### config.mk
export PLATFORM = sky130hd
export DESIGN_NAME = pipeline_hazard_controller
export DESIGN_NICKNAME = d
export VERILOG_FILES = /design/src/rtl/pipeline_hazard_controller.sv
export SDC_FILE = /design/constraint.sdc
export NUM_CORES = 1
export LEC_CHECK = 0
export BUFFER_PORTS_ARGS = -buffer_cell sky130_fd_sc_hd__buf_2
export CORE_AREA = 2 2 39 41
export CTS_BUF_LIST = sky130_fd_sc_hd__clkbuf_16
export DETAILED_ROUTE_END_ITERATION = 8
export DIE_AREA = 0 0 41 43
export MAX_ROUTING_LAYER = met4
export PLACE_DENSITY = 0.8
export SETUP_SLACK_MARGIN = 0.5
export SYNTH_ARGS = -nofsm -noshare
export SYNTH_HDL_FRONTEND = slang
export SYNTH_SLANG_ARGS = --single-unit
### constraint.sdc
create_clock -name i_clk -period 2.6 [get_ports i_clk]
set_input_delay 0.26 -clock i_clk [delete_from_list [all_inputs] [get_ports i_clk]]
set_output_delay 0.26 -clock i_clk [all_outputs]
set_load 0.01 [all_outputs]
### src/rtl/pipeline_hazard_controller.sv
// pipeline_hazard_controller
//   Central hazard / flush / trap controller for a 5-stage integer pipeline.
//   Branches and jumps resolve in MEM and redirect the PC. Load-use hazards
//   insert LOAD_STALL_CYCLES bubbles. External memory waits freeze the pipe.
//   A three-state FSM sequences interrupt entry and mret exit, and blocks
//   nested traps while a handler runs.
//
// Ports
//   i_clk, i_reset            core clock, async active-high reset
//   i_rs1_id/i_rs2_id         ID source registers, with *_used_id qualifiers
//   i_mem_to_reg_exe, i_rd_exe  EXE load flag and destination register
//   i_branch_mem, i_jump_mem, i_mret_mem, i_fun3_mem  MEM control-flow info
//   i_zero_mem, i_less_mem, i_less_u_mem  ALU compare flags from MEM
//   i_interrupt, i_irq_enable level interrupt request and global enable
//   i_ext_stall               memory wait, freezes the whole pipe
//   o_pc_sel                  0 pc+4, 1 branch/jump target, 2 trap vector, 3 mepc
//   o_stall_if, o_stall_id    hold PC / hold IF/ID
//   o_flush_if_id, o_flush_id_exe, o_flush_exe_mem  bubble insertion
//   o_trap_take               one-cycle trap entry pulse
//   o_in_handler              trap in progress

module pipeline_hazard_controller #(
  parameter int REG_ADDR_W        = 5,
  parameter int LOAD_STALL_CYCLES = 1,
  parameter int CNT_W             = 2
) (
  input  logic                  i_clk,
  input  logic                  i_reset,
  input  logic [REG_ADDR_W-1:0] i_rs1_id,
  input  logic [REG_ADDR_W-1:0] i_rs2_id,
  input  logic                  i_rs1_used_id,
  input  logic                  i_rs2_used_id,
  input  logic                  i_mem_to_reg_exe,
  input  logic [REG_ADDR_W-1:0] i_rd_exe,
  input  logic                  i_branch_mem,
  input  logic                  i_jump_mem,
  input  logic                  i_mret_mem,
  input  logic [2:0]            i_fun3_mem,
  input  logic                  i_zero_mem,
  input  logic                  i_less_mem,
  input  logic                  i_less_u_mem,
  input  logic                  i_interrupt,
  input  logic                  i_irq_enable,
  input  logic                  i_ext_stall,
  output logic [1:0]            o_pc_sel,
  output logic                  o_stall_if,
  output logic                  o_stall_id,
  output logic                  o_flush_if_id,
  output logic                  o_flush_id_exe,
  output logic                  o_flush_exe_mem,
  output logic                  o_trap_take,
  output logic                  o_in_handler
);

  typedef enum logic [1:0] {
    S_IDLE    = 2'd0,
    S_PEND    = 2'd1,
    S_HANDLER = 2'd2
  } state_t;

  localparam logic [CNT_W-1:0] LOAD_INIT = CNT_W'(LOAD_STALL_CYCLES - 1);

  state_t           r_state;
  state_t           w_state_nxt;
  logic [CNT_W-1:0] r_stall_cnt;

  logic w_taken;
  logic w_redirect;
  logic w_hazard_now;
  logic w_load_stall;
  logic w_irq_req;
  logic w_trap_fire;

  always_comb begin
    w_taken = 1'b0;
    case (i_fun3_mem)
      3'b000:  w_taken = i_zero_mem;
      3'b001:  w_taken = ~i_zero_mem;
      3'b100:  w_taken = i_less_mem;
      3'b101:  w_taken = ~i_less_mem;
      3'b110:  w_taken = i_less_u_mem;
      3'b111:  w_taken = ~i_less_u_mem;
      default: w_taken = 1'b0;
    endcase
  end

  assign w_redirect   = i_jump_mem | (i_branch_mem & w_taken) | i_mret_mem;
  assign w_hazard_now = i_mem_to_reg_exe && (i_rd_exe != '0) &&
                        ((i_rs1_used_id && (i_rs1_id == i_rd_exe)) ||
                         (i_rs2_used_id && (i_rs2_id == i_rd_exe)));
  assign w_load_stall = w_hazard_now | (r_stall_cnt != '0);
  assign w_irq_req    = i_interrupt & i_irq_enable;

  // Trap is taken only while the request is still held; a withdrawn
  // request in PEND returns to IDLE without ever pulsing trap_take.
  assign w_trap_fire  = (r_state == S_PEND) & w_irq_req & ~i_ext_stall &
                        ~w_redirect & ~w_load_stall;

  // Redirect clears the counter: the stalled ID instruction is flushed.
  always_ff @(posedge i_clk or posedge i_reset) begin
    if (i_reset) begin
      r_stall_cnt <= '0;
    end else if (w_redirect) begin
      r_stall_cnt <= '0;
    end else if (!i_ext_stall) begin
      if (w_hazard_now && (r_stall_cnt == '0))
        r_stall_cnt <= LOAD_INIT;
      else if (r_stall_cnt != '0)
        r_stall_cnt <= r_stall_cnt - CNT_W'(1);
    end
  end

  always_ff @(posedge i_clk or posedge i_reset) begin
    if (i_reset) r_state <= S_IDLE;
    else         r_state <= w_state_nxt;
  end

  always_comb begin
    w_state_nxt = r_state;
    if (!i_ext_stall) begin
      case (r_state)
        S_IDLE:    if (w_irq_req) w_state_nxt = S_PEND;
        S_PEND: begin
          if (!w_irq_req)       w_state_nxt = S_IDLE;
          else if (w_trap_fire) w_state_nxt = S_HANDLER;
        end
        S_HANDLER: if (i_mret_mem) w_state_nxt = S_IDLE;
        default:   w_state_nxt = S_IDLE;
      endcase
    end
  end

  always_comb begin
    o_pc_sel        = 2'd0;
    o_stall_if      = 1'b0;
    o_stall_id      = 1'b0;
    o_flush_if_id   = 1'b0;
    o_flush_id_exe  = 1'b0;
    o_flush_exe_mem = 1'b0;
    o_trap_take     = 1'b0;
    o_in_handler    = (r_state == S_HANDLER);
    if (i_ext_stall) begin
      o_stall_if = 1'b1;
      o_stall_id = 1'b1;
    end else if (w_redirect) begin
      o_pc_sel        = i_mret_mem ? 2'd3 : 2'd1;
      o_flush_if_id   = 1'b1;
      o_flush_id_exe  = 1'b1;
      o_flush_exe_mem = 1'b1;
    end else if (w_trap_fire) begin
      o_pc_sel        = 2'd2;
      o_flush_if_id   = 1'b1;
      o_flush_id_exe  = 1'b1;
      o_flush_exe_mem = 1'b1;
      o_trap_take     = 1'b1;
    end else if (w_load_stall) begin
      o_stall_if     = 1'b1;
      o_stall_id     = 1'b1;
      o_flush_id_exe = 1'b1;
    end
  end

endmodule

Word-level counts from Yosys, hierarchy flattened
Cells that the tools add are included.
Word-level totals
  flip-flop bits (word level): 4
  bits of input ports: 32
  output and inout bits: 9
  word-level logic and storage cells: 71
Cells by class
  add/subtract/negate cells: 1
  eq/ne operators: 13
  muxes and demuxes: 26
  bitwise gates (word level): 15
  reduce and logical (&&, ||, !) cells: 14
Operator list (count)
  2-bit two-way mux: 12
  3-bit equality test, second input constant: 4
  1-bit two-way mux: 12
  5-bit equality test: 2
  1-bit bitwise AND: 6
  1-bit inverter: 6
  1-bit case mux with 6 select lines: 1
  2-bit case mux with 3 select lines: 1
  1-bit logical AND: 5
  5-bit nonzero test: 1
  2-bit zero test: 2
  2-bit != test, second input constant: 2
  4-bit AND reduction: 1
  3-bit by 1-bit equality test with 1-bit output, second input constant: 1
  3-bit zero test: 1
  3-bit != test, second input constant: 1
  1-bit OR: 3
  3-bit nonzero test: 1
  2-bit by 1-bit equality test with 1-bit output, second input constant: 1
  2-bit equality test, second input constant: 1
  2-bit by 1-bit != test with 1-bit output, second input constant: 1
  2-bit AND reduction: 1
  2-bit nonzero test: 1
  2-bit by 1-bit subtractor with 2-bit output, second input constant: 1
  1-bit logical OR: 1

Depth between registers and ports, before layout
Gate-level depths: netlist of run 1.
  word-level depth: 11
  mapped depth: 6
  gate-level depth less buffers: 5

Worst setup path before layout of run 1
Ideal clock, no wire load.
  kind: input-to-output
  from: input i_rd_exe[3]
  to: output o_flush_if_id
  arrival: 1.476 ns
  data required time: 2.340 ns
  slack: 0.864 ns
  stages on the path: 4
  path buffers: 1
  cell sequence: or4_4 -> o211a_1 -> o22ai_1 -> buf_4
Between the ends
  longest elaborated chain between the ends: 10
  elaborated cells between the ends (all ways): 14
  those cells by class: eq/ne: 2; mux: 3; bitwise: 3; reduce/logical: 6
RTL lines
  start: declaration: line 34  | input logic [REG_ADDR_W-1:0] i_rd_exe,
  5-bit equality test, on equally long branches: line 89, 90
  1-bit logical AND, on equally long branches: line 89, 90
  1-bit logical OR: line 89  | ((i_rs1_used_id && (i_rs1_id == i_rd_exe)) ||
  1-bit logical AND *: line 88  | assign w_hazard_now = i_mem_to_reg_exe && (i_rd_exe != '0) &&
  1-bit OR *: line 91  | assign w_load_stall = w_hazard_now | (r_stall_cnt != '0);
  1-bit inverter *: line 97  | ~w_redirect & ~w_load_stall;
  1-bit bitwise AND *: line 97
  1-bit two-way mux * (3 in series)
  end: declaration: line 48  | output logic o_flush_if_id,
Every way passes the cells marked *; elsewhere a longest branch is shown, timed or not.

Worst setup path after layout of run 1
  from: register r_state[1]
  to: output o_pc_sel[1]
Between the ends
  longest elaborated chain between the ends: 8
RTL lines
  start: declaration: line 63  | state_t r_state;
  start signal: assignment: line 115  | else r_state <= w_state_nxt;
  2-bit by 1-bit equality test with 1-bit output: line 96  | assign w_trap_fire = (r_state == S_PEND) & w_irq_req & ~i_ext_stall &
  1-bit bitwise AND (3 in series): line 96
  1-bit bitwise AND: line 97
  2-bit two-way mux: line 150  | end else if (w_trap_fire) begin
  2-bit two-way mux: line 145  | end else if (w_redirect) begin
  2-bit two-way mux: line 142  | if (i_ext_stall) begin
  end: declaration: line 45  | output logic [1:0] o_pc_sel,
Every way passes these cells.

==> impl_results.md, run 1 <==
- Type of origin of the critical path: flop
- Detailed Route WL: 1210 um
- Post-Syn Area per Cell: 7.92 um2
- Critical path class: reg2out
- VDD IR max: 0.000482 V
- Worst min-delay path class: in2reg
- Capture point of the worst path: o_pc_sel[1]
- # resized after CTS: 0
- CTS H-tree depth: 1
- WP data required: 2340 ps
- MaxCap Viol Count: 0
- RSZ-0062 raised after global routing: false
- Total power: 394 uW
- Crit Reg-Reg Endpoint: r_state[0]$_DFFE_PP0P_
- DR iter-0 viols: 2
- Post-route minimum period: 1790 ps
- Relative slew margins: 74.7%
- Pins over their slew limit: 0
- Critical path capture point type: output pin
- Status: complete, no violations
- # diodes: 0
- Top Ports: 41
- CP Launch Point: r_state[1]$_DFFE_PP0P_
- Final Setup Violations: 0
- Util after Layout: 55.6%
- CP Max Fanout: 6
- P per Cell Area: 512 mW/mm2
- Worst-Skew Late Latency: 220 ps
- Vias in the first global route: 496
- Starting Density: 34.9%
- Gpl congestion: 0.799
- Row count: 14
- Area grow syn2layout: 59.3%
- Commonest non-fill, non-tap cell in the layout: buf_2
- Full die area: 0.00176 mm2
- Initial antenna violation count: 0
- Vias per cell: 4.80
- Grt total ovfl: 0
- Global-route wire length before repair: 1890 um
- Post-CTS setup buffers: 0
- Fin nets: 136
- Reg-to-reg setup timing slack: 1360 ps
- FMAX: 560 MHz
- Crit path DAT: 1530 ps
- Flops & latches, synth: 4
- Final antenna-violating net count: 0
- Core box area: 0.00138 mm2
- Met1 Use GR: 18.9%
- Worst-margin pin slew: 379 ps
- CTS Root Cell: clkbuf_16
- Fraction of layout instances using a drive strength above 1: 45.1%
- Reg-to-Reg Start: r_state[1]$_DFFE_PP0P_
- Hold buffers post-CTS: 1
- Avg WL per Cell: 10.3 um
- Met2 Usage GRT: 24.7%
- Final setup TNS: 0 ps
- Die span in x: 41 um
- Post-Syn Area: 483 um2
- Clock sink count: 4
- Die extent in y: 43 um
- Post-synthesis instance total: 61
- CTS tree: done
- GRT Util Overall: 15.7%
- Met3 usage: 6.28%
- Fin. Hold Viols: 0
- Grt peak-use layer: met2
- Synth Net Count: 93
- Num CTS Buffers: 3
- Vias: 566
- Post-DP HPWL: 1040 um
- DRC: 0
- YS warnings: 0
- 1st-pass router iterations: 2
- Largest net degree at the start of global routing: 11
- Register area share after synthesis: 20.7%
- Clock transition at path regs: 30 ps
- # port buffers: 40
- Yosys cell types: 27
- Fin crit share: 68.7%
- Setup Skew: 2.50 ps
- R2r worst-path depth: 4
- Clock tree buffer depth: 2
- Fill count: 137
- Most frequent cells in the layout: 40 x buf_2, 12 x xnor2_1, 6 x nand2_1
- Pleak: 0.000394 uW
==> where the power goes <==
part / switching, uW / leakage [uW] / internal (uW)
combinational: 42.3 / 0.000302 / 46.3
sequential: 1.73 / 0.0000549 / 64.4
clock: 42.7 / 0.0000370 / 196
==> Yosys cell counts <==
master / count / area (um2)
xnor2_1: 12 / 105
nand2_1: 6 / 22.5
dfrtp_1: 4 / 100
inv_1: 4 / 15.0
nor2_1: 4 / 15.0
nor3_1: 3 / 15.0
a21oi_1: 2 / 10.0
a31oi_1: 2 / 12.5
buf_4: 2 / 15.0
nand3_1: 2 / 10.0
nand4_1: 2 / 12.5
o21ai_0: 2 / 10.0
o22ai_1: 2 / 12.5
a211oi_1: 1 / 7.51
a21boi_0: 1 / 7.51
a31oi_4: 1 / 21.3
a32o_1: 1 / 10.0
and3_1: 1 / 6.26
and3b_1: 1 / 8.76
clkbuf_1: 1 / 3.75
mux2i_1: 1 / 10.0
nor2b_1: 1 / 6.26
nor3b_1: 1 / 7.51
o211a_1: 1 / 10.0
o211ai_2: 1 / 12.5
o21ai_1: 1 / 5.00
or4_4: 1 / 11.3
==> cells by family after synthesis <==
| logic type | after synthesis | share of synthesized area, % |
|---|---|---|
| simple gates | 22 | 23.8 |
| compound gates | 15 | 24.6 |
| xor+xnor | 12 | 21.8 |
| buf+inv | 7 | 6.99 |
| flops | 4 | 20.7 |
| mux | 1 | 2.07 |
==> critical path, cell delays in order, from the launching register on <==
cell	delay [ps]
dfrtp_1	410
nor3b_1	380
nand2_1	120
inv_1	110
a32o_1	160
buf_2	120
==> state kept, by name (all words and copies together), names as in the netlist <==
signal       cells
r_stall_cnt      2
r_state          2
==> through the flow <==
step | instances | area [um2] | hold WS [ps] | setup slack (ps)
after global placement | 114 | 684 | 140 | 833
after floorplan | 61 | 483 | 26.1 | 864
after global routing | 118 | 769 | 396 | 685
after detailed placement | 114 | 684 | 146 | 817
after CTS | 118 | 769 | 378 | 802
final | 118 | 769 | 379 | 814
==> worst min path at each step <==
| stage | startpoint | to | slack [ps] | cells past startpoint |
|---|---|---|---|---|
| finish | i_mem_to_reg_exe | r_state[0]$_DFFE_PP0P_ | 380 | 3 |
| global route | i_mem_to_reg_exe | r_state[0]$_DFFE_PP0P_ | 400 | 3 |
| CTS | i_mem_to_reg_exe | r_state[0]$_DFFE_PP0P_ | 380 | 3 |
| detailed placement | i_reset | r_stall_cnt[0]$_DFFE_PP0P_ | 150 | 2 |
| global placement | i_reset | r_state[0]$_DFFE_PP0P_ | 140 | 2 |
| floorplan | i_reset | r_stall_cnt[0]$_DFFE_PP0P_ | 30 | 1 |
==> per-layer routing <==
metal,vias to the layer above,share of wire (%)
met4,0,0
li1,299,-
met3,0,9.1
met5,-,0
met1,244,44
met2,23,47
==> final cells by class <==
cell class | instances | area, um2 | area share (%)
Clock buffer | 3 | 75.1 | 9.76
Multi-Input combinational cell | 50 | 349 | 45.4
Sequential cell | 4 | 100 | 13.0
Inverter | 4 | 15.0 | 1.95
Tap cell | 16 | 20.0 | 2.60
Timing Repair Buffer | 41 | 210 | 27.3
(Power assumes the default switching activity.)
==> run 2, diff against run 1 <==
--- a/config.mk
+++ b/config.mk
@@ -6,12 +6,13 @@
 export NUM_CORES = 1
 export LEC_CHECK = 0
 export BUFFER_PORTS_ARGS = -buffer_cell sky130_fd_sc_hd__buf_2
-export CORE_AREA = 2 2 39 41
+export CORE_ASPECT_RATIO = 0.9
+export CORE_MARGIN = 2
+export CORE_UTILIZATION = 33
 export CTS_BUF_LIST = sky130_fd_sc_hd__clkbuf_16
 export DETAILED_ROUTE_END_ITERATION = 8
-export DIE_AREA = 0 0 41 43
 export MAX_ROUTING_LAYER = met4
-export PLACE_DENSITY = 0.8
+export PLACE_DENSITY = 0.77
 export SETUP_SLACK_MARGIN = 0.5
 export SYNTH_ARGS = -nofsm -noshare
 export SYNTH_HDL_FRONTEND = slang
==> constraint.sdc (replaced) <==
create_clock -name i_clk -period 1.5 [get_ports i_clk]
set_input_delay 0.15 -clock i_clk [delete_from_list [all_inputs] [get_ports i_clk]]
set_output_delay 0.15 -clock i_clk [all_outputs]
set_load 0.01 [all_outputs]
==> run 2 against run 1 <==
Final area rose by 32%. Largest power group unchanged. Clock skew barely moved. Utilization rose by 16 points. Cell count rose by 13%. The run now ends with setup timing left. Register-to-register slack got worse by 1100 ps. Global-route usage rose by 4.9 points.
==> impl_results.md, run 2 (synthesis results as in run 1) <==
- Final setup TNS: -77.3 ps (-77.3 ps)
- CTS tree: done
- Final antenna-violating net count: 0 (unchanged)
- VDD IR max: 0.000627 V (+30%)
- Initial antenna violation count: 0 (unchanged)
- DRC: 0 (unchanged)
- Fill count: 105 (-23%)
- Grt total ovfl: 0 (unchanged)
- Pins over their slew limit: 0 (unchanged)
- Hold WS: 300 ps (-79.1 ps)
- Fraction of layout instances using a drive strength above 1: 64.4% (+19 points)
- Commonest non-fill, non-tap cell in the layout: buf_2
- RSZ-0062 raised after global routing: true
- Worst slack, placed: -42.9 ps (-860 ps)
- MaxCap Viol Count: 0 (unchanged)
- Status: finished with violations
- Full die area: 0.00179 mm2 (+1.3%)
- Worst-margin pin slew: 292 ps (-87.6 ps)
- Sw Share: 24.1% (+2.1 points)
- Critical path class: in2out
- Global-route wire length before repair: 2520 um (+33%)
- Vias in the first global route: 618 (+25%)
- 1st-pass router iterations: 4 (+2)
- Area of the multi-input gates: 437 um2 (+25%)
- Fin crit share: 102%
- Core box area: 0.00142 mm2 (+2.3%)
- Gpl congestion: 0.760 (-4.9%)
- Crit path max-delay family: compound AO/OA/AOI/OAI gates
- Reg-to-Reg Start: r_state[1]$_DFFE_PP0P_
- CP Launch Point: i_rd_exe[0]
- Failing checks: setup timing
- Sequential Power Share: 15.3% (-1.5 points)
- Post-route minimum period: 1520 ps
- CP bufs+invs: 2 (unchanged)
- CP Max Fanout: 5 (-1)
- Fin nets: 152 (+12%)
- Die extent in y: 40.3 um (-6.3%)
- CTS Root Cell: clkbuf_16
- Clock transition at path regs: 30 ps (about the same)
- # diodes: 0 (unchanged)
- Most frequent cells in the layout: 37 x buf_2, 12 x buf_4, 11 x xnor2_1
- Worst hold start: i_mem_to_reg_exe
- Util after Layout: 71.9% (+16 points)
- Top Ports: 41 (unchanged)
- CP Cell Sequence: buf_2 -> xnor2_1 -> nand2_1 -> o22ai_2 -> o211ai_4 -> a32o_2 -> buf_2
- P_sw: 182 uW (+110%)
- Largest regs: r_stall_cnt x2, r_state x2
- Combinational power share: 30.0% (+7.5 points)
- Final worst slack: -23.6 ps (-838 ps)
- Clock sink count: 4 (unchanged)
- CTS H-tree depth: 1 (unchanged)
- Detailed Route WL: 2080 um (+72%)
- Clock tree buffer depth: 2 (unchanged)
- Clk pwr share: 54.7% (-6.0 points)
- Area grow syn2layout: 111%
- GRT Util Overall: 20.6% (+4.9 points)
- Final Setup Violations: 5 (+5)
- Vias: 689 (+22%)
- Avg WL per Cell: 15.7 um (+53%)
- DR iter-0 viols: 11 (+9)
- Register Area: 100 um2 (unchanged)
- Crit path DAT: 1370 ps (-160 ps)
- WP data required: 1350 ps (-990 ps)
- Worst min-delay path class: in2reg
- Largest net degree at the start of global routing: 11 (unchanged)
- Most common cell on crit path: buf_2
- Type of origin of the critical path: input port
- Worst-Skew Late Latency: 220 ps (about the same)
- Num CTS Buffers: 3 (unchanged)
- P per Cell Area: 743 mW/mm2 (+45%)
- Vias per cell: 5.18 (+8.0%)
- Critical path capture point type: output pin
- Setup Skew: 2.33 ps (-0.176 ps)
- Row count: 13 (-1)
- Fin. Hold Viols: 0 (unchanged)
- CP max stage delay: 250 ps (-160 ps)
- Relative slew margins: 80.6% (+5.9 points)
- # port buffers: 40 (unchanged)
- Int Pwr: 574 uW (+87%)
- Pleak: 0.000515 uW (+31%)
- Die span in x: 44.3 um (+8.1%)
- CP max stage cell: o22ai_2
- FMAX: 656 MHz
- Starting Density: 34.1% (-0.77 points)
- Post-DP HPWL: 1190 um (+15%)
[run 2: cell count changes in the layout (fill, tap and decap cells not counted), sizes merged]
| cell | before | now |
|---|---|---|
| buf | 40 | 56 |
[run 2: routing by layer]
metal | track usage, % | wire, um
met1 | 22.3 | 826
met2 | 37.1 | 1120
met3 | 8.11 | 100
met4 | 3.03 | 37
met5 | - | 0
[run 2: worst register-to-register path, stage by stage (launching register included)]
cell	delay [ps]
dfrtp_1	410
nor3b_4	250
buf_4	150
buf_4	100
buf_6	90
nand3_4	50
o21ai_2	100
[run 2: power by group through the flow]
stage / Sequential [uW] / Combinational, uW / Clock (uW)
3_3_place_gp: 115 / 160 / 0
6_report: 115 / 227 / 414
4_1_cts: 115 / 194 / 419
5_1_grt: 115 / 242 / 434
2_1_floorplan: 115 / 89.1 / 0
3_5_place_dp: 115 / 165 / 0
[run 2: timing repair]
item	CTS	global route
hold buffers	1	0
setup buffers	6	6
endpoints found under the hold margin	4	0
pin swaps	7	10
endpoints found under the setup margin	11	13
gates resized for setup	15	13
[run 2: final timing paths]
path                                                   end  slack (ps)  cells after the start
worst max-delay path                           o_pc_sel[1]         -20                      7
worst min-delay path                r_state[0]$_DFFE_PP0P_         300                      3
worst max register to register      r_state[1]$_DFFE_PP0P_         270                      6
worst min register to register  r_stall_cnt[0]$_DFFE_PP0P_         690                      3
max in group asynchronous       r_stall_cnt[0]$_DFFE_PP0P_         970                      3
min in group asynchronous           r_state[1]$_DFFE_PP0P_         370                      3
[run 2: layout make-up]
| type | count | share of cell area [%] |
|---|---|---|
| Clock buffer | 3 | 7.38 |
| Inverter | 4 | 1.48 |
| Multi-Input combinational cell | 50 | 42.9 |
| Sequential cell | 4 | 9.84 |
| Tap cell | 15 | 1.85 |
| Timing Repair Buffer | 57 | 36.5 |
[run 2: through the flow]
step           power [uW]  instance area (um2)  instances
2_1_floorplan         204                  494         61
3_3_place_gp          275                  724        117
3_5_place_dp          281                  724        117
4_1_cts               728                  918        127
5_1_grt               792                 1020        133
6_report              756                 1020        133
